File: config.mk
export PLATFORM = sky130hd
export DESIGN_NAME = event_monitor
export DESIGN_NICKNAME = d
export VERILOG_FILES = /design/src/rtl/event_monitor.sv
export SDC_FILE = /design/constraint.sdc
export NUM_CORES = 1
export LEC_CHECK = 0
export CELL_PAD_IN_SITES_DETAIL_PLACEMENT = 0
export CELL_PAD_IN_SITES_GLOBAL_PLACEMENT = 1
export CORE_MARGIN = 5
export CORE_UTILIZATION = 35
export DETAILED_ROUTE_END_ITERATION = 16
export GPL_ROUTABILITY_DRIVEN = 1
export PLACE_DENSITY_LB_ADDON = 0.1
export SYNTH_ARGS = -nofsm -noshare
export SYNTH_HDL_FRONTEND = slang
export SYNTH_SLANG_ARGS = --single-unit
File: constraint.sdc
create_clock -name clk -period 1.3 [get_ports clk]
set_input_delay 0.26 -clock clk [delete_from_list [all_inputs] [get_ports clk]]
set_output_delay 0.26 -clock clk [all_outputs]
set_load 0.03 [all_outputs]
File: src/rtl/event_monitor.sv
// Event monitor: din rise detection, saturating event count, hold alarm
// FSM and a valid/ack snapshot port for the event count.
//
// Ports:
//   clk        single clock, rising edge
//   reset      synchronous, active-low
//   din        registered input level from the upstream stage
//   clr        synchronous clear of event count and overflow
//   rd_req     single-cycle snapshot request
//   rd_ack     consumer acknowledge of rd_data
//   rd_valid   rd_data holds a snapshot
//   rd_data    snapshot event count
//   rise_pulse one-cycle pulse per din rising edge
//   hold_alarm din held high for at least HOLD_LEN cycles
//   overflow   sticky: a rise arrived with the counter saturated
module event_monitor #(
  parameter int CNT_W    = 8,
  parameter int HOLD_LEN = 4
) (
  input  logic             clk,
  input  logic             reset,
  input  logic             din,
  input  logic             clr,
  input  logic             rd_req,
  input  logic             rd_ack,
  output logic             rd_valid,
  output logic [CNT_W-1:0] rd_data,
  output logic             rise_pulse,
  output logic             hold_alarm,
  output logic             overflow
);

  localparam logic [CNT_W-1:0] MAX = '1;
  localparam logic [7:0]       HL  = 8'(HOLD_LEN);

  typedef enum logic [1:0] {
    IDLE,
    HIGH,
    ALARM
  } state_t;

  state_t           state_q;
  state_t           state_d;
  logic [7:0]       run_q;
  logic [7:0]       run_d;
  logic             din_q;
  logic [CNT_W-1:0] event_cnt;
  logic             rise;

  assign rise = din & ~din_q;

  always_comb begin
    state_d = state_q;
    run_d   = run_q;
    unique case (state_q)
      IDLE: begin
        if (din) begin
          state_d = HIGH;
          run_d   = 8'd1;
        end
      end
      HIGH: begin
        if (!din) begin
          state_d = IDLE;
          run_d   = 8'd0;
        end else begin
          run_d = run_q + 8'd1;
          if (run_q + 8'd1 == HL)
            state_d = ALARM;
        end
      end
      ALARM: begin
        // run_cnt stays frozen while the alarm holds
        if (!din) begin
          state_d = IDLE;
          run_d   = 8'd0;
        end
      end
      default: begin
        state_d = IDLE;
        run_d   = 8'd0;
      end
    endcase
  end

  always_ff @(posedge clk) begin
    if (!reset) begin
      state_q    <= IDLE;
      run_q      <= 8'd0;
      hold_alarm <= 1'b0;
    end else begin
      state_q    <= state_d;
      run_q      <= run_d;
      hold_alarm <= (state_d == ALARM);
    end
  end

  always_ff @(posedge clk) begin
    if (!reset) begin
      din_q      <= 1'b0;
      rise_pulse <= 1'b0;
      event_cnt  <= '0;
      overflow   <= 1'b0;
    end else begin
      din_q      <= din;
      rise_pulse <= rise;
      // clr beats a coincident rise; the pulse still fires
      if (clr) begin
        event_cnt <= '0;
        overflow  <= 1'b0;
      end else if (rise) begin
        if (event_cnt == MAX)
          overflow <= 1'b1;
        else
          event_cnt <= event_cnt + 1'b1;
      end
    end
  end

  // Snapshot takes the pre-edge count, so rd_req with clr
  // returns the count before the clear.
  always_ff @(posedge clk) begin
    if (!reset) begin
      rd_valid <= 1'b0;
      rd_data  <= '0;
    end else if (!rd_valid) begin
      if (rd_req) begin
        rd_valid <= 1'b1;
        rd_data  <= event_cnt;
      end
    end else if (rd_ack) begin
      rd_valid <= 1'b0;
    end
  end

endmodule

[Word-level counts from Yosys, hierarchy flattened]
Index checks and enable logic that the tools add are counted.
W data, S select, Z words.
Storage, ports and cells
  bits in registers: 31
  word-level logic and storage cells: 41
  bits of input ports: 6
  output and inout bits: 12
Cells by class
  equality and inequality tests: 7
  muxes and demuxes: 12
  reduce and logical (&&, ||, !) cells: 6
  bitwise gates (word level): 5
  add/subtract/negate cells: 2
Operator list (count)
  $mux W8: 3
  $pmux W8 S3: 1
  $add A8 B1 Y8 const B: 2
  $eq A8 B3 Y1 const B: 1
  $eq A8 B8 Y1 const B: 1
  $mux W2: 4
  $reduce_and A2 Y1: 4
  $pmux W2 S3: 1
  $eq A2 B2 Y1 const B: 2
  $ne A2 B2 Y1 const B: 2
  $not A1 Y1: 4
  $mux W1: 3
  $eq A2 B1 Y1 const B: 1
  $logic_not A2 Y1: 1
  $reduce_or A2 Y1: 1
  $and A1 B1 Y1: 1

[Depth between registers and ports, before layout]
  word-level depth: 6
  depth in mapped cells: 5
  depth with buffers taken out: 5

[Worst setup path after synthesis]
Ideal clock, no wire load.
  path kind: reg2reg
  start point: register event_cnt[0]
  end point: register event_cnt[7]
  stages on the path, launching flop included: 6
  clock period less this slack: 1.474 ns
  arrival: 1.404 ns
  buffers on the path: 0
  library setup time: 0.070 ns
  data required time: 1.230 ns
  path slack: -0.174 ns
  path through: dfxtp_1 > ha_1 > nand3_1 > o21ai_2 > or4_1 > a21oi_1
On the way
  cells in the longest elaborated chain, start to end: 3
  elaborated cells on any way between the ends: 4
  classes of those cells: add/sub: 1; eq/ne: 1; bitwise: 1; reduce/logical: 1
RTL lines
  from (decl): line 47  | logic [CNT_W-1:0] event_cnt;
  from (signal assigned): line 115  | event_cnt <= event_cnt + 1'b1;
  parallel branches: the longest is 3 deep, another holds $add A8 B1 Y8
Several ways; the timed one is not identified.
A chain may end at the register's enable or synchronous reset.

[Final worst setup path]
  start point: register event_cnt[0]
  end point: register event_cnt[4]
The elaborated chain is that of the path after synthesis.

==> run summary <==
Run status = finished, violations left
Failing checks = setup timing
TritonCTS clock tree = yes
Worst path required time = 1.47 ns
Fin area = 2049 µm²
Mapped Nets = 176
Routed vias/inst = 4.967
Reg-to-reg endpoint = event_cnt[4]
Power Total = 1.997 mW
Number of global-route vias before repair = 1262
Final TNS setup = -0.2857 ns
Clk sinks = 31
Commonest non-fill, non-tap cells in the layout = buf_4, nand2_1, dfxtp_1
Worst rel slew slack = 0.7447
Clock buffer depth = 2
H-Tree Depth = 2
Sequential cell area fraction in the yosys report = 0.4485
Fillers = 369
Max-cap violation count = 0
Root Buffer = clkbuf_8
Hold_buf cts = 0
Worst path cell trace = ha_4, nand3_4, or4b_4, xor2_1, nor2_1
Die X = 72.88 µm
ANT nets after route = 0
# DRC = 0
Final non-filler cell total = 269
N_diodes = 0
Commonest non-fill, non-tap cell in the layout = buf_4
Power per Cell Area = 974.3 nW/µm²
Top cell family by delay on the critical path = simple AND/OR/NAND/NOR gates
Yosys cell types = 36
Largest net degree at the start of global routing = 15
Die Y = 72.88 µm
Antenna violations before repair = 0
Seq cells post-synth = 31
WL final = 3514 µm
Port bufs = 17
Lkg Pwr = 0.8286 nW
GRT overflow = 0
Least-Margin Pin Slew = 0.3830 ns
Hold Crit Depth = 2
Yosys warns = 0
CP max-delay cell = or4b_4
Startpoint types = flop
RSZ-0062 raised after global routing = true
Critical path buffers and inverters = 0
Violation count after the first detailed-route iteration = 63
Min-Delay Endpoint = rd_data[6]
Fraction of layout cells with a size suffix above 1 = 0.3167
Hold Fails Final Rpt = 0
Crit Path Max Fanout = 4
Final nets = 228
Setup Viol. Count Final = 4
Slowest stage delay, CP = 0.49 ns
RePlAce Congestion = 0.8217
Cts bufs inserted = 5
Critical Path AT = 1.57 ns
Hold slack = 0.4550 ns
Routed vias = 1336
Io pins = 18
WL per Instance = 13.06 µm
Final period utilization = 1.080
HPWL after DPL = 2545 µm
Slew Viols, Final = 0
Worst hold-check path type = reg -> reg
Crit Path Category = reg -> reg
Max Fclk = 712.4 MHz
Mapped Area = 1384 µm²
FF-to-FF path depth = 5
First-pass GRT wire length = 5671 µm
Reg2reg start = event_cnt[0]
FP Rows = 22
Starting density of the core = 0.3697
Insertion delay to the later sink of the worst-skew pair = 0.29 ns
CP endpoint kind = flop
Worst Skew = 0.005377 ns
P&R area growth vs syn = 48.10%
Post-Place Cell Area = 1844 µm²
Worst-case vdd ir drop = 0.4953 mV
Cells after DPL = 257
Post-Synthesis Cells = 168
Clock-pin slew on the worst setup and hold paths = 0.07 ns
Global-route usage over all layers = 0.1400
Syn avg cell area = 8.237 µm²
HP Start = rd_data[6]
Post-route setup slack = -0.1038 ns
Die area = 5311 µm²
Final Critical Period = 1.404 ns
Reg-to-reg setup timing slack = -0.10 ns
First drt pass iteration count = 4
Core ar. = 3744 µm²
worst min-delay path, cell delays in order (launching register included):
cell and delay, ns:
dfxtp_1 0.31, nand2_1 0.05, a21oi_1 0.05
through the flow:
step	setup slack (ns)	utilization
2_1_floorplan	-0.07577	-
3_3_place_gp	-0.4435	0.4926
3_5_place_dp	-0.4525	0.4926
4_1_cts	-0.1199	0.5244
5_1_grt	-0.1787	0.5475
6_report	-0.1038	0.5475
flip-flops by register name (all words and copies together), names as in the netlist:
name and flops:
event_cnt 8, rd_valid 1, din_q 1, overflow 1, state_q 2, rise_pulse 1, run_q 8, rd_data 8
hold_alarm 1
routing by layer:
metal / share of wire / wire length [µm] / GRT usage
met5: 0 / 0 / 0
met1: 0.49 / 1723 / 0.1773
met3: 0.037 / 129 / 0.03444
met2: 0.45 / 1589 / 0.2184
met4: 0.020 / 72 / 0.07377
how the worst max path moves through the flow:
stage | cells past startpoint | endpoint | from | slack [ns]
after floorplan | 5 | event_cnt[4] | event_cnt[0] | -0.08
after CTS | 5 | event_cnt[4] | event_cnt[0] | -0.12
after global routing | 7 | event_cnt[6] | event_cnt[0] | -0.18
after global placement | 5 | event_cnt[7] | din | -0.44
final | 5 | event_cnt[4] | event_cnt[0] | -0.10
after detailed placement | 5 | event_cnt[7] | din | -0.45
cell usage after synthesis:
library cell / n / area share
a211o_1: 2 / 0.013
a21o_1: 1 / 0.0054
a21oi_1: 16 / 0.058
a22oi_1: 2 / 0.011
a31oi_1: 3 / 0.014
a32oi_1: 2 / 0.013
and2_1: 2 / 0.0090
and2b_2: 1 / 0.0063
and3_1: 4 / 0.018
and4b_1: 1 / 0.0072
buf_1: 2 / 0.0054
buf_2: 2 / 0.0072
buf_6: 1 / 0.0081
clkbuf_1: 3 / 0.0081
dfxtp_1: 31 / 0.45
ha_1: 2 / 0.018
inv_1: 6 / 0.016
inv_2: 1 / 0.0027
mux2i_1: 2 / 0.014
nand2_1: 25 / 0.068
nand2b_1: 4 / 0.018
nand2b_4: 1 / 0.0099
nand3_1: 8 / 0.029
nand4_1: 1 / 0.0045
nor2_1: 13 / 0.035
nor2b_1: 3 / 0.014
nor3_1: 5 / 0.018
nor4_1: 5 / 0.023
o211ai_1: 2 / 0.011
o21ai_0: 6 / 0.022
o21ai_2: 1 / 0.0063
o31ai_1: 1 / 0.0054
or3_2: 2 / 0.011
or4_1: 2 / 0.011
or4b_1: 1 / 0.0072
xor2_1: 4 / 0.025
cell families after synthesis:
logic type,count (synthesis),synth area share
buffers and inverters,15,0.04792
multiplexers,2,0.01447
flip-flops,31,0.4485
adder cells (fa/ha/maj),2,0.01808
AO/OA/AOI/OAI,36,0.1573
AND/OR/NAND/NOR,78,0.2884
XOR/XNOR,4,0.02531
area by class of cell:
type                    count  area (µm²)  share of cell area
clock buffers               7       96.34             0.04701
clock inverters             1       7.507            0.003663
inverters                   7       26.28             0.01282
multi-input cells         122       788.3              0.3846
flip-flops and latches     31       636.9              0.3107
well taps                  48       60.06             0.02930
repair buffers             53       434.2              0.2118
repair_timing:
action                     CTS  global route
buffers inserted             2             2
pin swaps                    7             8
resized for setup           17            22
setup endpoints to repair   22            20
report_power, final:
| group | leakage [nW] | total, mW | internal, mW | switching [mW] |
|---|---|---|---|---|
| Sequential | 0.256 | 0.974 | 0.961 | 0.0126 |
| Combinational | 0.522 | 0.173 | 0.0824 | 0.0907 |
| Clock | 0.0505 | 0.850 | 0.481 | 0.369 |
(Power assumes the default switching activity.)
